File: config.mk
export PLATFORM = sky130hd
export DESIGN_NAME = load_store_unit
export DESIGN_NICKNAME = d
export VERILOG_FILES = /design/src/rtl/load_store_unit.sv
export SDC_FILE = /design/constraint.sdc
export NUM_CORES = 1
export LEC_CHECK = 0
export BUFFER_PORTS_ARGS = -buffer_cell sky130_fd_sc_hd__buf_4
export CAP_MARGIN = 20
export CORE_MARGIN = 2
export CORE_UTILIZATION = 43
export DETAILED_ROUTE_END_ITERATION = 6
export PLACE_DENSITY = 0.76
export REMOVE_ABC_BUFFERS = 1
export SLEW_MARGIN = 20
export SYNTH_ARGS = -nofsm -noshare
export SYNTH_HDL_FRONTEND = slang
export SYNTH_SLANG_ARGS = --single-unit
File: constraint.sdc
create_clock -name clk -period 1.9 [get_ports clk]
set_input_delay 0.285 -clock clk [delete_from_list [all_inputs] [get_ports clk]]
set_output_delay 0.285 -clock clk [all_outputs]
set_load 0.1 [all_outputs]
File: src/rtl/load_store_unit.sv
// Sequential load/store unit: one request per transaction, valid/ready bus
// handshake, lane-aligned and sign/zero-extended load results.
module load_store_unit #(
  parameter int unsigned SIZE = 32
) (
  input  logic            clk,
  input  logic            rst_n,
  input  logic            req_valid,
  output logic            req_ready,
  input  logic            req_we,
  input  logic [2:0]      req_funct3,
  input  logic [SIZE-1:0] req_addr,
  input  logic [SIZE-1:0] req_wdata,
  output logic            resp_valid,
  output logic [SIZE-1:0] resp_rdata,
  output logic            resp_err,
  output logic            mem_valid,
  input  logic            mem_ready,
  output logic            mem_we,
  output logic [SIZE-1:0] mem_addr,
  output logic [3:0]      mem_wstrb,
  output logic [SIZE-1:0] mem_wdata,
  input  logic [SIZE-1:0] mem_rdata
);

  localparam logic [1:0] IDLE   = 2'd0;
  localparam logic [1:0] ACCESS = 2'd1;
  localparam logic [1:0] DONE   = 2'd2;

  logic [1:0]      state, state_nxt;
  logic [2:0]      funct3_q, funct3_nxt;
  logic [1:0]      off_q, off_nxt;

  logic            req_ready_nxt;
  logic            resp_valid_nxt;
  logic [SIZE-1:0] resp_rdata_nxt;
  logic            resp_err_nxt;
  logic            mem_valid_nxt;
  logic            mem_we_nxt;
  logic [SIZE-1:0] mem_addr_nxt;
  logic [3:0]      mem_wstrb_nxt;
  logic [SIZE-1:0] mem_wdata_nxt;

  logic            req_legal;
  logic            req_aligned;
  logic [SIZE-1:0] fmt_wdata;
  logic [3:0]      fmt_wstrb;
  logic [SIZE-1:0] ld_shifted;
  logic [SIZE-1:0] ld_data;

  // Request decode: width legality, alignment and store lane formatting
  always_comb begin
    req_legal   = 1'b0;
    req_aligned = 1'b1;
    fmt_wdata   = req_wdata;
    fmt_wstrb   = 4'b1111;
    case (req_funct3)
      3'b000, 3'b001, 3'b010: req_legal = 1'b1;
      3'b100, 3'b101:         req_legal = ~req_we;
      default:                req_legal = 1'b0;
    endcase
    case (req_funct3[1:0])
      2'b01:   req_aligned = ~req_addr[0];
      2'b10:   req_aligned = (req_addr[1:0] == 2'b00);
      default: req_aligned = 1'b1;
    endcase
    case (req_funct3[1:0])
      2'b00: begin
        fmt_wdata = {4{req_wdata[7:0]}};
        fmt_wstrb = 4'b0001 << req_addr[1:0];
      end
      2'b01: begin
        fmt_wdata = {2{req_wdata[15:0]}};
        fmt_wstrb = 4'b0011 << req_addr[1:0];
      end
      default: begin
        fmt_wdata = req_wdata;
        fmt_wstrb = 4'b1111;
      end
    endcase
    if (!req_we) fmt_wstrb = 4'b0000;
  end

  // Load extraction: shift the addressed lane down, then extend
  always_comb begin
    ld_shifted = mem_rdata >> {off_q, 3'b000};
    case (funct3_q)
      3'b000:  ld_data = {{24{ld_shifted[7]}}, ld_shifted[7:0]};
      3'b001:  ld_data = {{16{ld_shifted[15]}}, ld_shifted[15:0]};
      3'b100:  ld_data = {24'd0, ld_shifted[7:0]};
      3'b101:  ld_data = {16'd0, ld_shifted[15:0]};
      default: ld_data = mem_rdata;
    endcase
  end

  // Next-state and next-output logic
  always_comb begin
    state_nxt      = state;
    funct3_nxt     = funct3_q;
    off_nxt        = off_q;
    resp_rdata_nxt = resp_rdata;
    resp_err_nxt   = resp_err;
    mem_we_nxt     = mem_we;
    mem_addr_nxt   = mem_addr;
    mem_wstrb_nxt  = mem_wstrb;
    mem_wdata_nxt  = mem_wdata;
    case (state)
      IDLE: begin
        if (req_valid) begin
          funct3_nxt    = req_funct3;
          off_nxt       = req_addr[1:0];
          mem_we_nxt    = req_we;
          mem_addr_nxt  = {req_addr[SIZE-1:2], 2'b00};
          mem_wstrb_nxt = fmt_wstrb;
          mem_wdata_nxt = fmt_wdata;
          if (req_legal && req_aligned) begin
            state_nxt = ACCESS;
          end else begin
            state_nxt      = DONE;
            resp_err_nxt   = 1'b1;
            resp_rdata_nxt = '0;
          end
        end
      end
      ACCESS: begin
        if (mem_ready) begin
          state_nxt      = DONE;
          resp_err_nxt   = 1'b0;
          resp_rdata_nxt = mem_we ? '0 : ld_data;
        end
      end
      DONE: begin
        state_nxt = IDLE;
      end
      default: begin
        state_nxt = IDLE;
      end
    endcase
    req_ready_nxt  = (state_nxt == IDLE);
    mem_valid_nxt  = (state_nxt == ACCESS);
    resp_valid_nxt = (state_nxt == DONE);
  end

  // State and output registers
  always_ff @(posedge clk or negedge rst_n) begin
    if (!rst_n) begin
      state      <= IDLE;
      funct3_q   <= 3'b000;
      off_q      <= 2'b00;
      req_ready  <= 1'b1;
      resp_valid <= 1'b0;
      resp_rdata <= '0;
      resp_err   <= 1'b0;
      mem_valid  <= 1'b0;
      mem_we     <= 1'b0;
      mem_addr   <= '0;
      mem_wstrb  <= 4'b0000;
      mem_wdata  <= '0;
    end else begin
      state      <= state_nxt;
      funct3_q   <= funct3_nxt;
      off_q      <= off_nxt;
      req_ready  <= req_ready_nxt;
      resp_valid <= resp_valid_nxt;
      resp_rdata <= resp_rdata_nxt;
      resp_err   <= resp_err_nxt;
      mem_valid  <= mem_valid_nxt;
      mem_we     <= mem_we_nxt;
      mem_addr   <= mem_addr_nxt;
      mem_wstrb  <= mem_wstrb_nxt;
      mem_wdata  <= mem_wdata_nxt;
    end
  end

endmodule

# ---- Word-level counts from Yosys, hierarchy flattened
# Index checks and enable logic that the tools add are counted.
dict set report totals {
  input_bits 104
  latchBits 0
  rom_bits 0
  output_inout_bits 105
  mem_count 0
  reg_bits 110
  word_cells 63
  ram_bits 0
}
dict set report classes {
  n_mux 19
  n_eq_ne 15
  div_mod_pow 0
  addsub 0
  n_lt_le_gt_ge 0
  reduce_logical 12
  n_mul 0
  n_shift 3
  n_bitwise 2
}
# operator count
set op_table {}
lappend op_table {{2-to-1 mux 32 bit} 4}
lappend op_table {{case mux 32 bit (2 select lines)} 2}
lappend op_table {{case mux 32 bit (4 select lines)} 1}
lappend op_table {{>> shifter 32 x 5 -> 16 bit} 1}
lappend op_table {{equality test 3 bit (second input constant)} 4}
lappend op_table {{zero test 2 bit} 4}
lappend op_table {{case mux 4 bit (2 select lines)} 1}
lappend op_table {{equality test 2 x 1 -> 1 bit (second input constant)} 3}
lappend op_table {{equality test 3 x 1 -> 1 bit (second input constant)} 2}
lappend op_table {{zero test 3 bit} 2}
lappend op_table {{2-to-1 mux 2 bit} 3}
lappend op_table {{inequality test 2 bit (second input constant)} 3}
lappend op_table {{case mux 1 bit (2 select lines)} 3}
lappend op_table {{equality test 2 bit (second input constant)} 2}
lappend op_table {{2-to-1 mux 4 bit} 1}
lappend op_table {{case mux 2 bit (2 select lines)} 1}
lappend op_table {{AND reduction 4 bit} 1}
lappend op_table {{<< shifter 1 x 2 -> 4 bit (first input constant)} 1}
lappend op_table {{<< shifter 2 x 2 -> 4 bit (first input constant)} 1}
lappend op_table {{equality test 3 x 2 -> 1 bit (second input constant)} 1}
lappend op_table {{2-to-1 mux 1 bit} 3}
lappend op_table {{OR reduction 3 bit} 1}
lappend op_table {{NOT 1 bit} 2}
lappend op_table {{AND reduction 2 bit} 1}
lappend op_table {{3 further kinds} 3}

# ---- Longest topological paths before layout
dict set report logic_depth {
  ltp_word 8
  ltp_mapped 9
  mapped_depth_nobuf 7
}

# ---- Worst setup path after synthesis
# No wires, ideal clock.
dict set report synth_path {
  kind {register to register}
  from {reg mem_we}
  to {reg resp_rdata[16]}
  path_stages_with_launch 6
  arrival_time_ns 1.777
  setup_time_ns 0.126
  setup_slack_ns -0.003
  path_buffers 1
  required_ns 1.774
  period_less_slack_ns 1.903
  cell_sequence {dfrtp_1 nor2_1 nand2_1 a21oi_2 buf_2 a221o_1}
}
dict set report synth_between {
  elab_chain_cells 3
}
# element line
set synth_lines {}
lappend synth_lines {{start, declared} 19} ;# output logic mem_we,
lappend synth_lines {{start signal, assigned} 168} ;# mem_we <= mem_we_nxt;
lappend synth_lines {{2-to-1 mux 32 bit} 129} ;# resp_rdata_nxt = mem_we ? '0 : ld_data;
lappend synth_lines {{2-to-1 mux 32 bit} 126} ;# if (mem_ready) begin
lappend synth_lines {{case mux 32 bit (2 select lines)} 107} ;# case (state)
lappend synth_lines {{end signal, assigned} 165} ;# resp_rdata <= resp_rdata_nxt;
lappend synth_lines {{end, declared} 15} ;# output logic [SIZE-1:0] resp_rdata,
# Every way passes these cells. The select of a mux whose other input is x is not followed.
# A chain may end at the register's enable or synchronous reset.

# ---- Final worst setup path
dict set report layout_path {
  from {reg state[1]}
  to {reg resp_rdata[19]}
}
dict set report layout_between {
  elab_chain_cells 3
  elab_cells_between_ends 8
  classes_between {eq/ne (4); mux (1); reduce/logical (3)}
}
# element line
set layout_lines {}
lappend layout_lines {{start, declared} 30} ;# logic [1:0] state, state_nxt;
lappend layout_lines {{start signal, assigned} 160} ;# state <= state_nxt;
lappend layout_lines {{equality test 2 x 1 -> 1 bit / zero test 2 bit (equally long branches)} 107}
lappend layout_lines {{inequality test 2 bit (no line) / nonzero test 2 bit (equally long branches)} -}
lappend layout_lines {{AND reduction 4 bit (no line)} -}
# Several ways; a longest one is shown, not always the timed one.

==> reports/metrics.cfg <==
[floorplan]
top_level_ports=209
die_h_um=110.7
dieArea_mm2=0.01226
core_mm2=0.01098
initial_core_util_pct=44.60
placement_rows=38
die_w_um=110.7

[yosys]
ys.warnings.count=0
synth_enable_flop_cells=0
gate_count_of_the_mapped_netlist=511
synth_async_sr_flop_share_pct=100.0
netlist_area_mm2=0.004898
dominantRegCellSynth=dfrtp_1
synth_sequential_area_ratio_pct=56.22
netlist-cell-type-count=39
synth_area_per_cell_um2=9.586
number_of_register_bits_inferred_by_synthesis=110

[routing]
routed_wl_um=13920
drt_iter0_drc=194
route.vias.total=4467
drt-wirelength-per-cell_um=16.25
post_drt_via_cell_ratio=5.212
drcViolationCount=0
drt.antenna.violating_nets=0
dr.pass1.iters=4

[finish]
footprint_of_the_multi_input_gates_mm2=0.001954
fillCellCount=900
layout-drive-gt1-share_pct=34.87
finish.net_count=819
final_util_pct=63.34
area_taken_by_flip_flops_and_latches_mm2=0.002754
num_antenna_cells=0
syn2layout_area_growth_pct=42.02
finalNonFillerCells=857

[setup_path]
setup.worst_path.end_class=register
timing.critical_path.cells=nand3b_1 > nor3_2 > a221o_1
setup_cp_type=reg -> reg
critPathArrivalTime_ps=2040
worstPathRequired_ps=2180
worst_path_max_fanout=16
cp_slowest_stage_delay_ps=740
crit_slowest_cell=nor3_2
critical_path.startpoint_type=register

[timing]
finalHoldWorstSlack_ps=104.3
setup_total_negative_slack_ps=0
max_freq_ghz=0.5662
period_needed_ps=1766
tightest_slew_ps=929.7
setup_viol=0
final-max-slew-violation-count=0
finalHoldViolations=0
clock_skew_ps=7.235
rsz0062_at_grt=false
worst_slew_margin_rel_pct=37.68
crit_share_post_route_pct=92.96

[placement]
buffer_ports.inserted=206
hpwlAfterDp_um=10330
gp_routability_congestion=0.9124
dpl.cell_count=840

[grt]
grt_first_pass_wirelength_um=23190
initial_antenna_violation_count=0
overflow=0
grt_use_total_pct=23.20
grt_start_max_net_pins=77
first_global_vias=4642

[cts]
clkTransAtPathRegs_ps=70
cts.sink_count=110
cts_setup_buffers=0
worst_skew_pair.late_latency_ps=340
cts_htree_levels=3
clock_path_buffers=2
cts.root.buffer_cell=clkbuf_16
cts_tree=done
cts_made_buffers=9

[power_and_ir_drop]
combPwrFrac_pct=54.7
p_sw_mw=6.114
p_int_mw=5.280
peakVddDrop_mv=1.133
clockPowerShare_pct=17.0
total_leakage_power_nw=3.597
p_per_area_mw_per_mm2=1638
seqPwrFrac_pct=28.3
power.share.switching_pct=53.66

[outcome]
result_of_the_run=completed

[worst_hold_path]
worst_hold_path_type=in -> reg

[run]
drv_cap=0

-- what timing repair did --
action / in CTS / in global routing
resized for setup: 0 / 0
hold buffers: 1 / 0
endpoints found under the hold margin: 65 / 0
-- layout make-up --
| class | count | area share (%) |
|---|---|---|
| tap | 140 | 2.518 |
| multi-input combinational | 359 | 28.09 |
| clock inverter | 5 | 0.8094 |
| sequential | 110 | 39.59 |
| timing repair buffer | 224 | 24.93 |
| clock buffer | 11 | 3.633 |
| inverter | 8 | 0.4317 |
-- placed cells by master (no fill, tap or decap), types with 2 or more instances in the layout --
master	netlist	layout
nand3b_1	3	3
o21bai_1	2	2
a221o_1	16	16
a221oi_1	8	8
inv_1	8	8
buf_4	4	219
o2bb2ai_1	15	15
a21oi_1	14	14
a22oi_1	8	8
dfrtp_1	109	109
nand2_1	154	153
nand2b_1	4	4
a21oi_2	2	2
clkbuf_8	0	2
o21ai_0	37	37
mux2i_1	16	16
conb_1	1	2
buf_12	0	4
nor2b_1	3	3
ha_1	3	3
o21ai_1	2	2
a22o_1	4	4
clkinv_2	0	2
o32ai_1	2	2
a31oi_1	8	8
clkbuf_16	0	9
nor2_1	45	45
-- critical path, delay by kind of cell, from the launching register on --
family,cells,cell delay (ps)
compound gates,1,280
flops,1,420
simple gates,2,1000
-- through the flow --
step	power, mW	instance area, um^2	setup slack [ps]
after floorplan	7.900	4730	-855.4
after global placement	9.428	6638	46.22
after detailed placement	9.512	6638	-43.33
after CTS	11.47	6957	134.7
after global routing	11.85	6957	34.02
final	11.39	6957	133.7
-- power by group through the flow --
stage | Clock [mW] | Combinational, mW | Sequential [mW]
after floorplan | 0 | 0.933 | 6.97
after global placement | 0 | 6.20 | 3.22
after detailed placement | 0 | 6.26 | 3.25
after CTS | 1.98 | 6.26 | 3.22
after global routing | 2.06 | 6.50 | 3.29
final | 1.94 | 6.24 | 3.22
-- logic make-up after synthesis --
group | count (synthesis) | synth area share, %
AOI/OAI and AO/OA | 122 | 17.70
adders and majority gates | 3 | 0.7664
buffers and inverters | 43 | 4.138
DFF | 110 | 56.22
muxes | 17 | 3.729
other | 1 | 0.07655
and+or+nand+nor | 215 | 17.37
-- cell usage after synthesis (9+ instances only) --
master,instances,area share [%]
a21oi_1,14,1.4
a221o_1,16,3.3
buf_2,9,0.92
clkbuf_1,18,1.4
dfrtp_1,109,56
mux2i_1,16,3.3
nand2_1,154,12
nor2_1,45,3.4
o21ai_0,37,3.8
o2bb2ai_1,15,2.7
-- state kept, by name, indices dropped and copies added, names as in the netlist --
signal,flops
funct3_q,3
resp_rdata,32
mem_we,1
mem_addr,30
off_q,2
mem_valid,1
mem_wstrb,4
resp_valid,1
state,2
req_ready,1
resp_err,1
mem_wdata,32
-- layer usage --
layer / track usage, % / vias up / wire, um
li1: - / 2148 / -
met1: 28.02 / 2101 / 5617
met2: 37.96 / 201 / 6641
met3: 8.693 / 17 / 1414
met4: 8.750 / 0 / 250
met5: 0 / - / 0
-- worst paths after layout --
| kind | start | endpoint | slack [ps] | cells past startpoint |
|---|---|---|---|---|
| min in group asynchronous | rst_n | resp_err$_DFFE_PN0P_ | 490 | 3 |
| setup / recovery | state[1]$_DFF_PN0_ | resp_rdata[19]$_DFFE_PN0P_ | 130 | 3 |
| hold reg to reg | mem_addr[21]$_DFFE_PN0P_ | mem_addr[21]$_DFFE_PN0P_ | 480 | 2 |
| hold / removal | req_valid | req_ready$_DFF_PN1_ | 100 | 2 |
| max in group asynchronous | rst_n | mem_addr[6]$_DFFE_PN0P_ | 920 | 3 |
| setup reg to reg | state[1]$_DFF_PN0_ | resp_rdata[19]$_DFFE_PN0P_ | 130 | 3 |
(Power assumes the default switching activity.)
